File: src/rtl/ex_core_mbist.sv
// March C- memory BIST controller driving a single-port RAM with registered pin outputs.
// Define EX_CORE_MBIST_DIAG_EN to run to completion on mismatches and expose fail_count.
module ex_core_mbist #(
    parameter int ADDR_W = 6,
    parameter int DATA_W = 8
) (
    input  logic              CoreIN_CLK,
    input  logic              CoreIN_RESET,
    input  logic              bist_start,
    input  logic [DATA_W-1:0] CoreIN_DOUT,
    output logic              Read,
    output logic              Write,
    output logic [ADDR_W-1:0] CoreIN_ADDR,
    output logic [DATA_W-1:0] CoreIN_DIN,
    output logic              bist_done,
    output logic              bist_fail,
    output logic [ADDR_W-1:0] fail_addr,
`ifdef EX_CORE_MBIST_DIAG_EN
    output logic [DATA_W-1:0] fail_data,
    output logic [7:0]        fail_count
`else
    output logic [DATA_W-1:0] fail_data
`endif
);

    typedef enum logic [1:0] {
        ST_IDLE = 2'd0,
        ST_RUN  = 2'd1,
        ST_DONE = 2'd2
    } state_t;

    localparam logic [ADDR_W-1:0] ADDR_ZERO = {ADDR_W{1'b0}};
    localparam logic [ADDR_W-1:0] ADDR_MAX  = {ADDR_W{1'b1}};
    localparam logic [DATA_W-1:0] DATA_ZERO = {DATA_W{1'b0}};
    localparam logic [DATA_W-1:0] DATA_ONES = {DATA_W{1'b1}};

    state_t            r_state, w_state_nxt;
    logic [2:0]        r_elem, w_elem_nxt;
    logic              r_sub, w_sub_nxt;
    logic [ADDR_W-1:0] r_cnt, w_cnt_nxt;
    logic              r_last, w_last_nxt;
    logic              r_rd_pend, w_rd_pend_nxt;
    logic              r_exp_bg, w_exp_bg_nxt;
    logic              r_read, w_read_nxt;
    logic              r_write, w_write_nxt;
    logic [ADDR_W-1:0] r_addr, w_addr_nxt;
    logic [DATA_W-1:0] r_din, w_din_nxt;
    logic              r_done, w_done_nxt;
    logic              r_fail, w_fail_nxt;
    logic [ADDR_W-1:0] r_fail_addr, w_fail_addr_nxt;
    logic [DATA_W-1:0] r_fail_data, w_fail_data_nxt;
`ifdef EX_CORE_MBIST_DIAG_EN
    logic [7:0]        r_fail_count, w_fail_count_nxt;
`endif

    logic              w_op_rd, w_rd_bg, w_wr_bg, w_sub_last, w_down, w_mismatch, w_abort;
    logic [ADDR_W-1:0] w_end_addr;
    logic [2:0]        w_elem_inc;

    // Decode the current March element/sub-op and check the read that is on the pins
    always_comb begin
        w_op_rd    = (r_elem != 3'd0) && !r_sub;
        w_rd_bg    = (r_elem == 3'd2) || (r_elem == 3'd4);
        w_wr_bg    = (r_elem == 3'd1) || (r_elem == 3'd3);
        w_sub_last = (r_elem == 3'd0) || (r_elem == 3'd5) || r_sub;
        w_down     = (r_elem >= 3'd3);
        w_end_addr = w_down ? ADDR_ZERO : ADDR_MAX;
        w_elem_inc = r_elem + 3'd1;
        w_mismatch = r_rd_pend && (CoreIN_DOUT != (r_exp_bg ? DATA_ONES : DATA_ZERO));
    end

`ifdef EX_CORE_MBIST_DIAG_EN
    assign w_abort = 1'b0;
`else
    assign w_abort = w_mismatch;
`endif

    // Next-state, pin and result logic; pins fall back to idle unless an op is issued
    always_comb begin
        w_state_nxt     = r_state;
        w_elem_nxt      = r_elem;
        w_sub_nxt       = r_sub;
        w_cnt_nxt       = r_cnt;
        w_last_nxt      = r_last;
        w_rd_pend_nxt   = 1'b0;
        w_exp_bg_nxt    = r_exp_bg;
        w_read_nxt      = 1'b1;
        w_write_nxt     = 1'b0;
        w_addr_nxt      = ADDR_ZERO;
        w_din_nxt       = DATA_ZERO;
        w_done_nxt      = r_done;
        w_fail_nxt      = r_fail;
        w_fail_addr_nxt = r_fail_addr;
        w_fail_data_nxt = r_fail_data;
`ifdef EX_CORE_MBIST_DIAG_EN
        w_fail_count_nxt = r_fail_count;
`endif
        case (r_state)
            ST_IDLE, ST_DONE: begin
                if (bist_start) begin
                    w_state_nxt     = ST_RUN;
                    w_elem_nxt      = 3'd0;
                    w_sub_nxt       = 1'b0;
                    w_cnt_nxt       = ADDR_ZERO;
                    w_last_nxt      = 1'b0;
                    w_done_nxt      = 1'b0;
                    w_fail_nxt      = 1'b0;
                    w_fail_addr_nxt = ADDR_ZERO;
                    w_fail_data_nxt = DATA_ZERO;
`ifdef EX_CORE_MBIST_DIAG_EN
                    w_fail_count_nxt = 8'd0;
`endif
                end else begin
                    w_state_nxt = r_state;
                end
            end
            ST_RUN: begin
                if (w_mismatch && !r_fail) begin
                    w_fail_nxt      = 1'b1;
                    w_fail_addr_nxt = r_addr;
                    w_fail_data_nxt = CoreIN_DOUT;
                end else begin
                    w_fail_nxt = r_fail;
                end
`ifdef EX_CORE_MBIST_DIAG_EN
                if (w_mismatch && (r_fail_count != 8'd255)) begin
                    w_fail_count_nxt = r_fail_count + 8'd1;
                end else begin
                    w_fail_count_nxt = r_fail_count;
                end
`endif
                if (w_abort || r_last) begin
                    w_state_nxt = ST_DONE;
                    w_done_nxt  = 1'b1;
                end else begin
                    // A write drives Read=1/Write=1, a read drives Read=0/Write=0
                    w_read_nxt    = !w_op_rd;
                    w_write_nxt   = !w_op_rd;
                    w_addr_nxt    = r_cnt;
                    w_din_nxt     = (!w_op_rd && w_wr_bg) ? DATA_ONES : DATA_ZERO;
                    w_rd_pend_nxt = w_op_rd;
                    w_exp_bg_nxt  = w_rd_bg;
                    if (!w_sub_last) begin
                        w_sub_nxt = 1'b1;
                    end else begin
                        w_sub_nxt = 1'b0;
                        if (r_cnt == w_end_addr) begin
                            if (r_elem == 3'd5) begin
                                w_last_nxt = 1'b1;
                            end else begin
                                w_elem_nxt = w_elem_inc;
                                w_cnt_nxt  = (w_elem_inc >= 3'd3) ? ADDR_MAX : ADDR_ZERO;
                            end
                        end else if (w_down) begin
                            w_cnt_nxt = r_cnt - {{(ADDR_W-1){1'b0}}, 1'b1};
                        end else begin
                            w_cnt_nxt = r_cnt + {{(ADDR_W-1){1'b0}}, 1'b1};
                        end
                    end
                end
            end
            default: begin
                w_state_nxt = ST_IDLE;
            end
        endcase
    end

    // State and registered outputs, asynchronously forced idle by reset
    always_ff @(posedge CoreIN_CLK or posedge CoreIN_RESET) begin
        if (CoreIN_RESET) begin
            r_state     <= ST_IDLE;
            r_elem      <= 3'd0;
            r_sub       <= 1'b0;
            r_cnt       <= ADDR_ZERO;
            r_last      <= 1'b0;
            r_rd_pend   <= 1'b0;
            r_exp_bg    <= 1'b0;
            r_read      <= 1'b1;
            r_write     <= 1'b0;
            r_addr      <= ADDR_ZERO;
            r_din       <= DATA_ZERO;
            r_done      <= 1'b0;
            r_fail      <= 1'b0;
            r_fail_addr <= ADDR_ZERO;
            r_fail_data <= DATA_ZERO;
`ifdef EX_CORE_MBIST_DIAG_EN
            r_fail_count <= 8'd0;
`endif
        end else begin
            r_state     <= w_state_nxt;
            r_elem      <= w_elem_nxt;
            r_sub       <= w_sub_nxt;
            r_cnt       <= w_cnt_nxt;
            r_last      <= w_last_nxt;
            r_rd_pend   <= w_rd_pend_nxt;
            r_exp_bg    <= w_exp_bg_nxt;
            r_read      <= w_read_nxt;
            r_write     <= w_write_nxt;
            r_addr      <= w_addr_nxt;
            r_din       <= w_din_nxt;
            r_done      <= w_done_nxt;
            r_fail      <= w_fail_nxt;
            r_fail_addr <= w_fail_addr_nxt;
            r_fail_data <= w_fail_data_nxt;
`ifdef EX_CORE_MBIST_DIAG_EN
            r_fail_count <= w_fail_count_nxt;
`endif
        end
    end

    assign Read        = r_read;
    assign Write       = r_write;
    assign CoreIN_ADDR = r_addr;
    assign CoreIN_DIN  = r_din;
    assign bist_done   = r_done;
    assign bist_fail   = r_fail;
    assign fail_addr   = r_fail_addr;
    assign fail_data   = r_fail_data;
`ifdef EX_CORE_MBIST_DIAG_EN
    assign fail_count  = r_fail_count;
`endif

endmodule

File: config.mk
export PLATFORM = sky130hd
export DESIGN_NAME = ex_core_mbist
export DESIGN_NICKNAME = d
export VERILOG_FILES = /design/src/rtl/ex_core_mbist.sv
export SDC_FILE = /design/constraint.sdc
export NUM_CORES = 1
export LEC_CHECK = 0
export ABC_AREA = 1
export ABC_CLOCK_PERIOD_IN_PS = 3300
export BUFFER_PORTS_ARGS = -buffer_cell sky130_fd_sc_hd__buf_4
export CAP_MARGIN = 0
export CORE_MARGIN = 1.5
export CORE_UTILIZATION = 50
export CTS_BUF_LIST = sky130_fd_sc_hd__clkbuf_4
export DETAILED_ROUTE_END_ITERATION = 6
export PLACE_DENSITY = 0.83
export SLEW_MARGIN = 20
export SYNTH_ARGS = -nofsm -noshare
export SYNTH_HDL_FRONTEND = slang
export SYNTH_SLANG_ARGS = --single-unit
File: constraint.sdc
create_clock -name CoreIN_CLK -period 3.3 [get_ports CoreIN_CLK]
set_input_delay 0.825 -clock CoreIN_CLK [delete_from_list [all_inputs] [get_ports CoreIN_CLK]]
set_output_delay 0.825 -clock CoreIN_CLK [all_outputs]
set_load 0.02 [all_outputs]
Yosys cells after proc, flatten, opt, wreduce, memory -nomap -nowiden
Cells that the tools add are included.

cells by class
  add/subtract/negate cells = 3
  order comparisons = 2
  equality and inequality tests = 18
  muxes and demuxes = 48
  bitwise logic cells = 1
  reduce and logical (&&, ||, !) cells = 25

operators with widths
  cell                                                               count
  two-way mux 6 bit                                                  11
  two-way mux 8 bit                                                  6
  case mux 6 bit (2 select lines)                                    2
  != test 2 bit, second input constant                               8
  case mux 8 bit (2 select lines)                                    1
  two-way mux 1 bit                                                  15
  two-way mux 3 bit                                                  5
  AND reduction 6 bit                                                2
  AND reduction 3 bit                                                3
  != test 8 bit                                                      1
  case mux 1 bit (2 select lines)                                    4
  adder 6 x 1 -> 6 bit, second input constant                        1
  equality test 3 x 2 -> 1 bit, second input constant                2
  equality test 3 bit, second input constant                         2
  equality test 6 bit                                                1
  greater-or-equal comparator 3 x 2 -> 1 bit, second input constant  2
  case mux 3 bit (2 select lines)                                    1
  subtractor 6 x 1 -> 6 bit, second input constant                   1
  logical OR 1 bit                                                   5
  AND reduction 5 bit                                                1
  logical AND 1 bit                                                  4
  two-way mux 2 bit                                                  2
  case mux 2 bit (2 select lines)                                    1
  AND reduction 2 bit                                                2
  12 further kinds                                                   14

storage, ports and cells
  register bits after elaboration = 47
  input port bits = 11

Longest topological paths before layout
  word-level depth = 8
  depth in mapped cells = 15

Worst setup path after synthesis
No wires, ideal clock.

  path kind = reg2reg
  start point = reg r_elem[0]
  end point = reg r_elem[0]
  arrival = 2.197 ns
  data required time = 3.183 ns
  slack = 0.985 ns
  stages on the path, launching flop included = 14
  clock period less this slack = 2.315 ns
  cell sequence = dfrtp_1 > ha_1 > ha_1 > nor2_1 > nand2_1 > ha_1 > nand2_1 > nor2_2 > and2_4 > nand3_4 > o21ai_1 > nand2_1 > nand2_1 > nand2_1

between the ends
  word-level cells in the longest chain between the ends = 6
  elaborated cells between the ends (all ways) = 17
  those cells by class = add/sub (1); order compare (1); eq/ne (5); mux (6); reduce/logical (4)

RTL lines
  element                          RTL line  text
  from (decl)                      38        logic [2:0] r_elem, w_elem_nxt;
  from (signal assigned)           191       r_elem <= w_elem_nxt;
  adder 3 x 1 -> 3 bit             68        w_elem_inc = r_elem + 3'd1;
  two-way mux 3 bit                148       if (r_elem == 3'd5) begin
  two-way mux 3 bit                147       if (r_cnt == w_end_addr) begin
  two-way mux 3 bit                143       if (!w_sub_last) begin
  two-way mux 3 bit                132       if (w_abort || r_last) begin
  case mux 3 bit (2 select lines)  98        case (r_state)

Parallel ways exist; a longest one is shown, timed or not. The select of a mux whose other input is x is not followed.
A chain may end at the register's enable or synchronous reset.

Final worst setup path
Same ends and word-level chain as after synthesis.

==> impl_metrics.json <==
{
  "yosysSeqAreaShare_pct": 45.2,
  "synth_compound_area_share_pct": 5.92,
  "synth_area_um2": 2220,
  "rsz0062_at_grt": "no",
  "status": "finished clean",
  "rows": 24,
  "worst-slew-pin-transition_ns": 0.674,
  "crit_path_end_kind": "flop",
  "post-route-period-util_pct": 78.5,
  "dr.pass1.iters": 4,
  "finalHoldViolCount": 0,
  "antennaDiodeCount": 0,
  "max_freq_mhz": 386,
  "synthAdderAreaFrac_pct": 5.98,
  "cts_max_path_buffers": 2,
  "cts_resized": 0,
  "maxCapViolCount": 0,
  "synthesis.instances": 266,
  "yosysTopAreaCellShare_pct": 44.0,
  "fin_worst_skew_ns": 0.00238,
  "yosysTopAreaCell": "dfrtp_1",
  "synthTopCellsByArea": "dfrtp_1 (44%), nand2_1 (11%), nand3_1 (8.3%)",
  "muxShareOfSynthArea_pct": 0,
  "htree_levels": 2,
  "finalNetCount": 325,
  "startpoint_type": "flop",
  "drive_gt1_share_pct": 23.0,
  "synth_nets": 287,
  "final_cell_mix": "nand2_1 (66), buf_4 (43), dfrtp_1 (39)",
  "fin_util_pct": 60.0,
  "ys_types": 35,
  "postCtsSetupBuffers": 0,
  "min_path_type": "reg -> reg",
  "grt_start_max_net_pins": 23,
  "insertion_delay_ns": 0.35,
  "power_leakage_uw": 0.00146,
  "grt_antenna_before_repair": 0,
  "drc": 0,
  "ys.warnings.count": 0,
  "boundaryPins": 43,
  "gr-total-overflow": 0,
  "wl_per_cell_um": 12.3,
  "ys_ff_latch": 40,
  "coreArea_um2": 4320,
  "grt_first_pass_wirelength_mm": 7.84,
  "pwr_density_cell_nw_per_um2": 508,
  "finalSetupViolCount": 0,
  "cts.sinks": 40,
  "syn2layout_area_growth_pct": 17.0,
  "worstPathRequired_ns": 3.55,
  "start_util_pct": 51.3,
  "slew_violations": 0,
  "final_antenna_net_count": 0,
  "critical_path.max_fanout": 7,
  "die_h_um": 69.6,
  "grtUsageTotal_pct": 20.2,
  "synth-xor-area-share_pct": 0.790,
  "drt_iter0_drc": 101,
  "die_w_um": 69.6,
  "min_period_ns": 2.59,
  "cts.clk_slew.worst_paths_ns": 0.12,
  "cts_buffers": 5,
  "synth_top_family_by_area": "simple AND/OR/NAND/NOR gates",
  "vias": 1785,
  "cts_tree": "built",
  "arrival_ns": 2.84,
  "final_common_cell": "nand2_1",
  "avgSynthCellArea_um2": 8.34,
  "die_area_um2": 4850,
  "gp_congestion": 0.896,
  "grt_pass1_vias": 1772,
  "root_buffer": "clkbuf_4",
  "port_buffers": 42,
  "wirelength_mm": 4.38,
  "crit_type": "reg -> reg",
  "ctsHoldBuffers": 0,
  "finalSetupTns_ns": 0,
  "dp_hpwl_mm": 3.39,
  "synthSimpleGateAreaFrac_pct": 32.7,
  "ir_drop_v": 0.000184,
  "via_per_inst": 5.00,
  "max-slew-margin-rel_pct": 55.0
}
-- state kept, by name, summed over array words and instances (netlist names) --
register and count:
r_last 1, fail_data 8, r_cnt 6, r_rd_pend 1, bist_done 1, bist_fail 1
CoreIN_DIN 1, r_sub 1, CoreIN_ADDR 6, Read 1, r_elem 3, r_state 2
fail_addr 6, r_exp_bg 1, Write 1
-- layer usage --
metal	vias to the layer above	GRT usage, %	share of wire, %
met3	7	5.67	5.0
met1	823	24.3	45
met2	43	34.3	49
met4	0	7.69	1.6
li1	912	-	-
met5	-	0	0
-- where the power goes --
group / internal, uW / switching (uW)
clock network: 158 / 161
logic: 157 / 234
registers: 556 / 52.3
total: 871 / 448
-- critical path: stages, from the launching register on --
cell	delay, ns
dfrtp_1	0.44
ha_1	0.21
ha_1	0.18
nor2_1	0.13
nand2_1	0.19
ha_1	0.41
nand2_1	0.10
nor2_2	0.13
and2_4	0.15
nand3_4	0.11
o21ai_1	0.20
nand2_1	0.11
nand2_1	0.08
nand2_1	0.05
-- logic make-up after synthesis --
| group | after synthesis |
|---|---|
| AO/OA/AOI/OAI | 19 |
| XOR/XNOR | 2 |
| adder cells (fa/ha/maj) | 10 |
| AND/OR/NAND/NOR | 152 |
| flip-flops | 40 |
| buffers and inverters | 43 |
-- cell type report --
cell class,instances,area [um2]
tap,52,65.1
clock buffer,5,37.5
fill,383,1730
sequential,40,1000
inverter,31,119
clock inverter,3,42.5
timing repair buffer,43,323
multi-input combinational,183,1010
-- synth_stat cells --
cell type	n
a21o_1	1
a21oi_1	5
a21oi_4	1
and2_4	1
buf_2	1
buf_4	8
buf_6	2
clkbuf_1	1
dfrtp_1	39
dfstp_2	1
fa_1	1
ha_1	9
inv_1	28
inv_2	2
inv_4	1
nand2_1	66
nand2_4	3
nand3_1	37
nand3_2	1
nand3_4	1
nand3b_1	1
nand3b_4	1
nand4_1	2
nor2_1	32
nor2_2	2
nor2_4	1
nor2_8	1
nor3_1	1
o21ai_0	8
o21ai_1	2
o21ai_4	2
or2_1	1
or2_2	1
xnor2_1	1
xor2_1	1
-- worst paths after layout --
kind,startpoint,depth (start not counted),slack (ns),to
min in group asynchronous,CoreIN_RESET,2,0.56,fail_addr[1]
min,bist_done,2,0.51,bist_done
max reg2reg,r_elem[0],13,0.71,r_elem[0]
max in group asynchronous,CoreIN_RESET,3,1.94,Read
max,r_elem[0],13,0.71,r_elem[0]
min reg2reg,bist_done,2,0.51,bist_done
-- through the flow --
stage	total power, uW	setup WS (ns)	cell area [um2]	hold slack, ns	std cells
final	1320	0.708	2590	0.510	357
after CTS	1330	0.694	2590	0.509	357
after floorplan	887	0.985	2220	0.453	266
after global routing	1410	0.470	2590	0.539	357
after global placement	996	0.853	2510	0.468	349
after detailed placement	1010	0.710	2510	0.479	349
(Power assumes the default switching activity.)
